<file path="src/rtl/lif_mon_pkg.sv">
// Shared constants for the LIF spike-rate monitor: default widths and FSM state codes.
// Optional feature macro used by this slice: LIF_MON_FIRST_SPIKE_EN.
package lif_mon_pkg;

    localparam int unsigned NUM_CH_DEF = 4;
    localparam int unsigned CNT_W_DEF  = 8;
    localparam int unsigned WIN_W_DEF  = 8;

    // Saturation ceiling of a default-width channel count
    localparam logic [CNT_W_DEF-1:0] CNT_MAX_DEF = '1;

    // FSM state encoding
    localparam logic [0:0] ST_IDLE  = 1'b0;
    localparam logic [0:0] ST_COUNT = 1'b1;

endpackage

</file>
<file path="src/rtl/lif_spike_counter.sv">
// Per-channel saturating spike accumulator with synchronous clear.
// With LIF_MON_FIRST_SPIKE_EN defined it also captures the window index of the first spike.
module lif_spike_counter
    import lif_mon_pkg::*;
#(
    parameter int unsigned CNT_W = CNT_W_DEF
`ifdef LIF_MON_FIRST_SPIKE_EN
    , parameter int unsigned WIN_W = WIN_W_DEF
`endif
) (
    input  logic             clk,
    input  logic             reset,
    input  logic             clear,
    input  logic             en,
    input  logic             spike,
`ifdef LIF_MON_FIRST_SPIKE_EN
    input  logic [WIN_W-1:0] win_idx,
    output logic [WIN_W-1:0] first_next,
`endif
    output logic [CNT_W-1:0] count_next
);

    localparam logic [CNT_W-1:0] SAT = '1;

    logic [CNT_W-1:0] acc_q;

    // Count including this cycle's spike; holds at the ceiling instead of wrapping
    always_comb begin
        count_next = acc_q;
        if (en && spike && (acc_q != SAT)) begin
            count_next = acc_q + CNT_W'(1);
        end
    end

    // Accumulator state; clear wins over accumulation
    always_ff @(posedge clk or posedge reset) begin
        if (reset) begin
            acc_q <= '0;
        end else if (clear) begin
            acc_q <= '0;
        end else begin
            acc_q <= count_next;
        end
    end

`ifdef LIF_MON_FIRST_SPIKE_EN
    logic             seen_q;
    logic [WIN_W-1:0] first_q;

    // First-spike index including this cycle; all-ones means no spike yet
    always_comb begin
        first_next = first_q;
        if (en && spike && !seen_q) begin
            first_next = win_idx;
        end
    end

    // First-spike capture state
    always_ff @(posedge clk or posedge reset) begin
        if (reset) begin
            seen_q  <= 1'b0;
            first_q <= '1;
        end else if (clear) begin
            seen_q  <= 1'b0;
            first_q <= '1;
        end else begin
            seen_q  <= seen_q | (en & spike);
            first_q <= first_next;
        end
    end
`endif

endmodule

</file>
<file path="src/rtl/lif_spike_rate_monitor.sv">
// Windowed spike-rate monitor: counts spikes per channel over win_len cycles, latches the
// counts at window end and offers them on a valid/ready port. Unconsumed results cause the
// next one to be dropped and the sticky overrun flag to set.
// Optional feature macro: LIF_MON_FIRST_SPIKE_EN (adds first_lat output).
module lif_spike_rate_monitor
    import lif_mon_pkg::*;
#(
    parameter int unsigned NUM_CH = NUM_CH_DEF,
    parameter int unsigned CNT_W  = CNT_W_DEF,
    parameter int unsigned WIN_W  = WIN_W_DEF
) (
    input  logic                    clk,
    input  logic                    reset,
    input  logic [NUM_CH-1:0]       spike_in,
    input  logic                    enable,
    input  logic [WIN_W-1:0]        win_len,
    output logic [NUM_CH*CNT_W-1:0] count_out,
    output logic                    count_valid,
    input  logic                    count_ready,
    output logic                    busy,
    output logic                    overrun
`ifdef LIF_MON_FIRST_SPIKE_EN
    ,
    output logic [NUM_CH*WIN_W-1:0] first_lat
`endif
);

    logic [0:0]               state_q, state_d;
    logic [WIN_W-1:0]         win_cnt_q, win_cnt_d;
    logic [WIN_W-1:0]         win_load;
    logic                     acc_clear, acc_en;
    logic                     last_cycle, slot_free;
    logic [NUM_CH*CNT_W-1:0]  count_next;
    logic [NUM_CH*CNT_W-1:0]  count_out_q, count_out_d;
    logic                     count_valid_q, count_valid_d;
    logic                     overrun_q, overrun_d;

    // Zero-length windows run as one cycle
    assign win_load   = (win_len == '0) ? WIN_W'(1) : win_len;
    assign last_cycle = (state_q == ST_COUNT) && (win_cnt_q == WIN_W'(1));
    assign slot_free  = !count_valid_q || count_ready;

    // Window sequencing: load on start, decrement, reload back-to-back or stop/abort
    always_comb begin
        state_d   = state_q;
        win_cnt_d = win_cnt_q;
        acc_clear = 1'b0;
        acc_en    = 1'b0;
        case (state_q)
            ST_IDLE: begin
                if (enable) begin
                    state_d   = ST_COUNT;
                    win_cnt_d = win_load;
                    acc_clear = 1'b1;
                end
            end
            default: begin
                acc_en = 1'b1;
                if (last_cycle) begin
                    // The last cycle always yields a result; enable only picks what follows
                    acc_clear = 1'b1;
                    if (enable) begin
                        win_cnt_d = win_load;
                    end else begin
                        state_d = ST_IDLE;
                    end
                end else if (!enable) begin
                    acc_clear = 1'b1;
                    state_d   = ST_IDLE;
                end else begin
                    win_cnt_d = win_cnt_q - WIN_W'(1);
                end
            end
        endcase
    end

    // Output slot: load on window end if free, otherwise flag the drop
    always_comb begin
        count_out_d   = count_out_q;
        count_valid_d = count_valid_q && !count_ready;
        overrun_d     = overrun_q;
        if (last_cycle) begin
            if (slot_free) begin
                count_out_d   = count_next;
                count_valid_d = 1'b1;
            end else begin
                overrun_d = 1'b1;
            end
        end
    end

    // Control and output registers
    always_ff @(posedge clk or posedge reset) begin
        if (reset) begin
            state_q       <= ST_IDLE;
            win_cnt_q     <= '0;
            count_out_q   <= '0;
            count_valid_q <= 1'b0;
            overrun_q     <= 1'b0;
        end else begin
            state_q       <= state_d;
            win_cnt_q     <= win_cnt_d;
            count_out_q   <= count_out_d;
            count_valid_q <= count_valid_d;
            overrun_q     <= overrun_d;
        end
    end

    assign count_out   = count_out_q;
    assign count_valid = count_valid_q;
    assign overrun     = overrun_q;
    assign busy        = (state_q == ST_COUNT);

`ifdef LIF_MON_FIRST_SPIKE_EN
    logic [WIN_W-1:0]         win_idx_q;
    logic [NUM_CH*WIN_W-1:0]  first_next;
    logic [NUM_CH*WIN_W-1:0]  first_lat_q;

    // 0-based cycle index within the current window
    always_ff @(posedge clk or posedge reset) begin
        if (reset) begin
            win_idx_q <= '0;
        end else if (acc_clear) begin
            win_idx_q <= '0;
        end else if (acc_en) begin
            win_idx_q <= win_idx_q + WIN_W'(1);
        end
    end

    // First-spike latencies share the count slot's load condition
    always_ff @(posedge clk or posedge reset) begin
        if (reset) begin
            first_lat_q <= '0;
        end else if (last_cycle && slot_free) begin
            first_lat_q <= first_next;
        end
    end

    assign first_lat = first_lat_q;
`endif

    for (genvar c = 0; c < NUM_CH; c++) begin : g_ch
        lif_spike_counter #(
            .CNT_W(CNT_W)
`ifdef LIF_MON_FIRST_SPIKE_EN
            , .WIN_W(WIN_W)
`endif
        ) u_cnt (
            .clk       (clk),
            .reset     (reset),
            .clear     (acc_clear),
            .en        (acc_en),
            .spike     (spike_in[c]),
`ifdef LIF_MON_FIRST_SPIKE_EN
            .win_idx   (win_idx_q),
            .first_next(first_next[c*WIN_W +: WIN_W]),
`endif
            .count_next(count_next[c*CNT_W +: CNT_W])
        );
    end

endmodule

</file>
<file path="config.mk">
export PLATFORM = sky130hd
export DESIGN_NAME = lif_spike_rate_monitor
export DESIGN_NICKNAME = d
export VERILOG_FILES = /design/src/rtl/lif_mon_pkg.sv /design/src/rtl/lif_spike_counter.sv /design/src/rtl/lif_spike_rate_monitor.sv
export SDC_FILE = /design/constraint.sdc
export NUM_CORES = 1
export LEC_CHECK = 0
export BUFFER_PORTS_ARGS = -buffer_cell sky130_fd_sc_hd__buf_4
export CAP_MARGIN = 40
export CORE_ASPECT_RATIO = 1.1
export CORE_MARGIN = 5
export CORE_UTILIZATION = 55
export CTS_CLUSTER_DIAMETER = 150
export DETAILED_ROUTE_END_ITERATION = 6
export HOLD_SLACK_MARGIN = 0.15
export PLACE_DENSITY = 0.77
export SLEW_MARGIN = 20
export SYNTH_ARGS = -nofsm -noshare
export SYNTH_HDL_FRONTEND = slang
export SYNTH_SLANG_ARGS = --single-unit
</file>
<file path="constraint.sdc">
create_clock -name clk -period 7 [get_ports clk]
set_input_delay 1.4 -clock clk [delete_from_list [all_inputs] [get_ports clk]]
set_output_delay 1.4 -clock clk [all_outputs]
set_load 0.005 [all_outputs]
</file>
[After elaboration in Yosys (flattened, before gate mapping)]
Cells that the tools add are included.
Word-level totals
  word-level logic and storage cells: 57
  output and inout port bits: 35
  register bits after elaboration: 75
  input bits: 16
Cells by class
  equality and inequality tests: 6
  reduce and logical (&&, ||, !) cells: 16
  add/sub/neg operators: 5
  bitwise logic cells: 1
  mux-type cells: 20
Operator list (number)
  8-bit 2-to-1 mux: 13
  8-bit by 1-bit adder with 8-bit output (second input constant): 4
  8-bit inequality test (second input constant): 4
  1-bit logical AND: 10
  8-bit by 1-bit equality test with 1-bit output (second input constant): 1
  8-bit zero test: 1
  8-bit by 1-bit subtractor with 8-bit output (second input constant): 1
  1-bit 2-to-1 mux: 7
  2-bit AND reduction: 2
  3-bit by 2-bit inequality test with 1-bit output (second input constant): 1
  1-bit zero test: 2
  1-bit logical OR: 1
  1-bit NOT: 1

[Logic depth before layout (Yosys ltp)]
  depth after elaboration: 5
  depth in mapped cells: 8
  mapped depth without buffers: 6

[Hierarchy]
Synthesis repeated with hierarchy kept, for this count alone.
Unflattened totals
  cell total of the unflattened synthesis: 354
  area total of the unflattened synthesis: 4057.6 µm²
Modules (own cells, without submodules)
  lif_spike_rate_monitor: instances 1, seq. area each 1076.0 µm², area each 1989.4 µm², cells each 139
  lif_spike_counter at g_ch[0].u_cnt ...: instances 3, seq. area each 200.2 µm², area each 500.5 µm², cells each 51
  lif_spike_counter at g_ch[2].u_cnt: instances 1, seq. area each 200.2 µm², area each 566.8 µm², cells each 62

[Least setup slack after synthesis]
No wires, ideal clock.
  kind: input to register
  from: in count_ready
  to: reg count_out_q[11], in the netlist count_out[11]
  setup slack: 4412 ps
  setup time: 71 ps
  stages: 5
  arrival: 2517 ps
  buffers on the path: 1
  required time: 6929 ps
  cells stage by stage: nor2b_1 or3_4 buf_6 or4_1 nand3_1
Between the ends
  cells in the longest elaborated chain, start to end: 2
Ends and longest elaborated chain
  start, declared: RTL line lif_spike_rate_monitor.sv:19  | input logic count_ready,
  1-bit logical OR: RTL line lif_spike_rate_monitor.sv:41  | assign slot_free = !count_valid_q || count_ready;
  2-bit AND reduction (no line)
  end signal, assigned: RTL line lif_spike_rate_monitor.sv:103  | count_out_q <= count_out_d;
  end, declared: RTL line lif_spike_rate_monitor.sv:34  | logic [NUM_CH*CNT_W-1:0] count_out_q, count_out_d;
No other way between the ends.
A chain may end at the register's enable or synchronous reset.

[Worst setup path in the final report]
  from: reg state_q, in the netlist busy
  to: out busy
RTL lines
  start, declared: RTL line lif_spike_rate_monitor.sv:28  | logic [0:0] state_q, state_d;
  start signal, assigned: RTL line lif_spike_rate_monitor.sv:101  | state_q <= state_d;
  end, declared: RTL line lif_spike_rate_monitor.sv:20  | output logic busy,
No word-level cell between the ends.

==> metrics.txt <==
via count=2,884; required time worst endpoint=5.60 ns; GR Overflow Total=0; Worst Hold Path EP=count_out[21]; Synth Instances=370; critical path class=flop to output port; Clock Skews=0.009951 ns; cell row count=30; area grow syn2layout=19.13%; CTS Buffer Depth=2; fin worst setup slack=4.451 ns; register area share after synthesis=52.36%; Synth Flop Type=dfrtp_1; number of remaining DRC errors=0; drt via density=5.711; First DRT Iteration DRCs=157; Core Util, Final=68.12%; Simple-Gate Fraction of Synth Area=20.63%; IO Pins=51; worst-margin pin slew=0.8037 ns; initial antenna violation count=0; Final #Nets=442; 1st-pass router iterations=4; Post-Synthesis Cell Area=3585 um2; reg-to-reg critical path endpoint=g_ch[2].u_cnt.acc_q[2]; Post-Synth Adder-Cell Area=2.094%; clock tree from TritonCTS=done; Post-DRT Antenna Nets=0; Hold-fix buffers, CTS=0; Yosys warnings=0; die height=94.67 um; CTS Buf Count=9; CP Launch Type=flop; pin count of the biggest net entering global routing=52; GP Congestion=0.8326; fin crit share=36.41%; worst path arrival time=1.15 ns; synth top area cells=dfrtp_1 52%, o21ai_0 5.4%, nand2_1 4.6%, nor2_1 3.8%, mux2i_1 2.8%; CTS-repair resized insts=0; Final Hold Vio Count=0; FF-to-FF setup slack=4.55 ns; Initial Utilization=57.19%; ANT cells=0; CP Max Fanout=26; status=finished, final reports clean; first-pass GRT wire length=13,220 um; dpl cells=488; CTS root buf=clkbuf_8; ys async rst share=100.0%; setup TNS=0 ns; Commonest cells post-synth=75 x dfrtp_1, 44 x nand2_1, 39 x o21ai_0; share of layout cells above drive strength 1=17.88%; syn nets=392; Slew headroom=45.93%; Die X=86.98 um; CTS Sinks=75; placed wire-length estimate=5150 um; Period minus WS final=2.549 ns; Synth Area in Compound Gates=15.04%; Critical path origin=busy; Worst Setup End Kind=output port; H-Tree Depth=3; total track usage=20.24%; largest family of logic cells by synthesized area=simple AND/OR/NAND/NOR gates; finished layout cell area=4270 um2; Mean Syn Cell Area=9.688 um2; share of the synthesized area in the top cell type=52.36%; post-synth cell types=47; number of global-route vias before repair=2,860; Post-synth EDFFs=0; Die ar.=8234 um2; WL/cell=14.99 um; post-synthesis register bit count=75; pre-CTS setup slack=4.149 ns; worst hold path cell count=2; dominant cell type by area after synthesis=dfrtp_1; Leak=1.960 nW; Fmax achieved=392.4 MHz; Final Max Slew Viols=0; R2R depth=5; maximum vdd drop=0.1244 mV; clk slew on worst S/H paths=0.08 ns; Max-Cap Viols=0; total routed wirelength=7568 um; HP Class=flop to flop; post-placement cell area=4041 um2; XOR/XNOR share of the synthesized area=3.176%; Worst-Skew Late Latency=0.35 ns; final non-filler cell total=505; PD cells=210.6 nW/um2; worst reg2reg startpoint=win_cnt_q[3]; RSZ-0062 raised after global routing=no; Final setup viols=0; IO buf count=50; hold_sp=count_out[21]; setup bufs post-CTS=0; mux share of post-synthesis cell area=3.106%; Core Area=6269 um2; cell with the most instances after synthesis=dfrtp_1
-- power by group --
part / internal (mW) / leakage [nW] / switching [mW]
sequential: 0.445 / 1.01 / 0.0129
combinational: 0.0280 / 0.846 / 0.0384
clock: 0.203 / 0.102 / 0.172
-- cell type report --
| class | instances | area (um2) |
|---|---|---|
| repair buffers | 55 | 430.4 |
| fillers | 501 | 1998 |
| clock inverters | 7 | 100.1 |
| clock buffers | 9 | 123.9 |
| flip-flops and latches | 75 | 1877 |
| multi-input cells | 264 | 1583 |
| well taps | 80 | 100.1 |
| inverters | 15 | 56.30 |
-- worst max path at each step --
stage,end
after floorplan,busy
after global placement,count_out[19]
after detailed placement,count_out[12]
after CTS,busy
after global routing,g_ch[2].u_cnt.acc_q[2]
final,busy
-- cells in the final DEF, fill, tap and decap left out, types with 3 or more instances in the layout --
cell type,instances
and3_1,8
o211ai_1,8
o21ai_0,39
nand3_1,15
and4_1,4
xor2_1,8
o2111ai_1,4
nor3b_1,3
nor2_1,36
buf_4,53
nand2b_1,5
ha_1,6
a211oi_1,3
dfrtp_1,75
clkbuf_8,9
nor3_1,5
a21oi_1,8
nand4_1,9
or4_1,7
inv_1,14
clkinvlp_4,3
a22oi_1,3
or3_1,4
xnor2_1,5
mux2i_1,10
o22ai_1,3
nand2_1,44
-- stage by stage --
stage | hold slack, ns | total power [mW]
2_1_floorplan | 0.4678 | 0.5057
3_3_place_gp | 0.4626 | 0.5284
3_5_place_dp | 0.4718 | 0.5332
4_1_cts | 0.4915 | 0.9076
5_1_grt | 0.5042 | 0.9355
6_report | 0.4819 | 0.8993
-- layer usage --
metal	routed length (um)	global-route usage [%]
met2	3583	31.84
met3	296	4.625
met5	0	0
met4	140	7.143
met1	3547	27.47
-- worst max-delay path, cell delays in order (launching register included) --
cell and delay, ns:
dfrtp_1 0.34, buf_4 0.29, buf_4 0.17
-- sequential cells by signal, summed over array words and instances (netlist names) --
register / count
busy: 1
win_cnt_q: 8
count_out: 32
overrun: 1
count_valid: 1
g_ch.u_cnt.acc_q: 32
-- kinds of logic (layout without fill, tap and decap cells) --
kind of cell,after synthesis,in the layout
buf+inv,31,86
compound gates,86,86
flops,75,75
simple gates,148,148
xor+xnor,13,13
fa+ha+maj,6,6
mux,11,11
No activity file was read; power rests on OpenSTA's default activity.
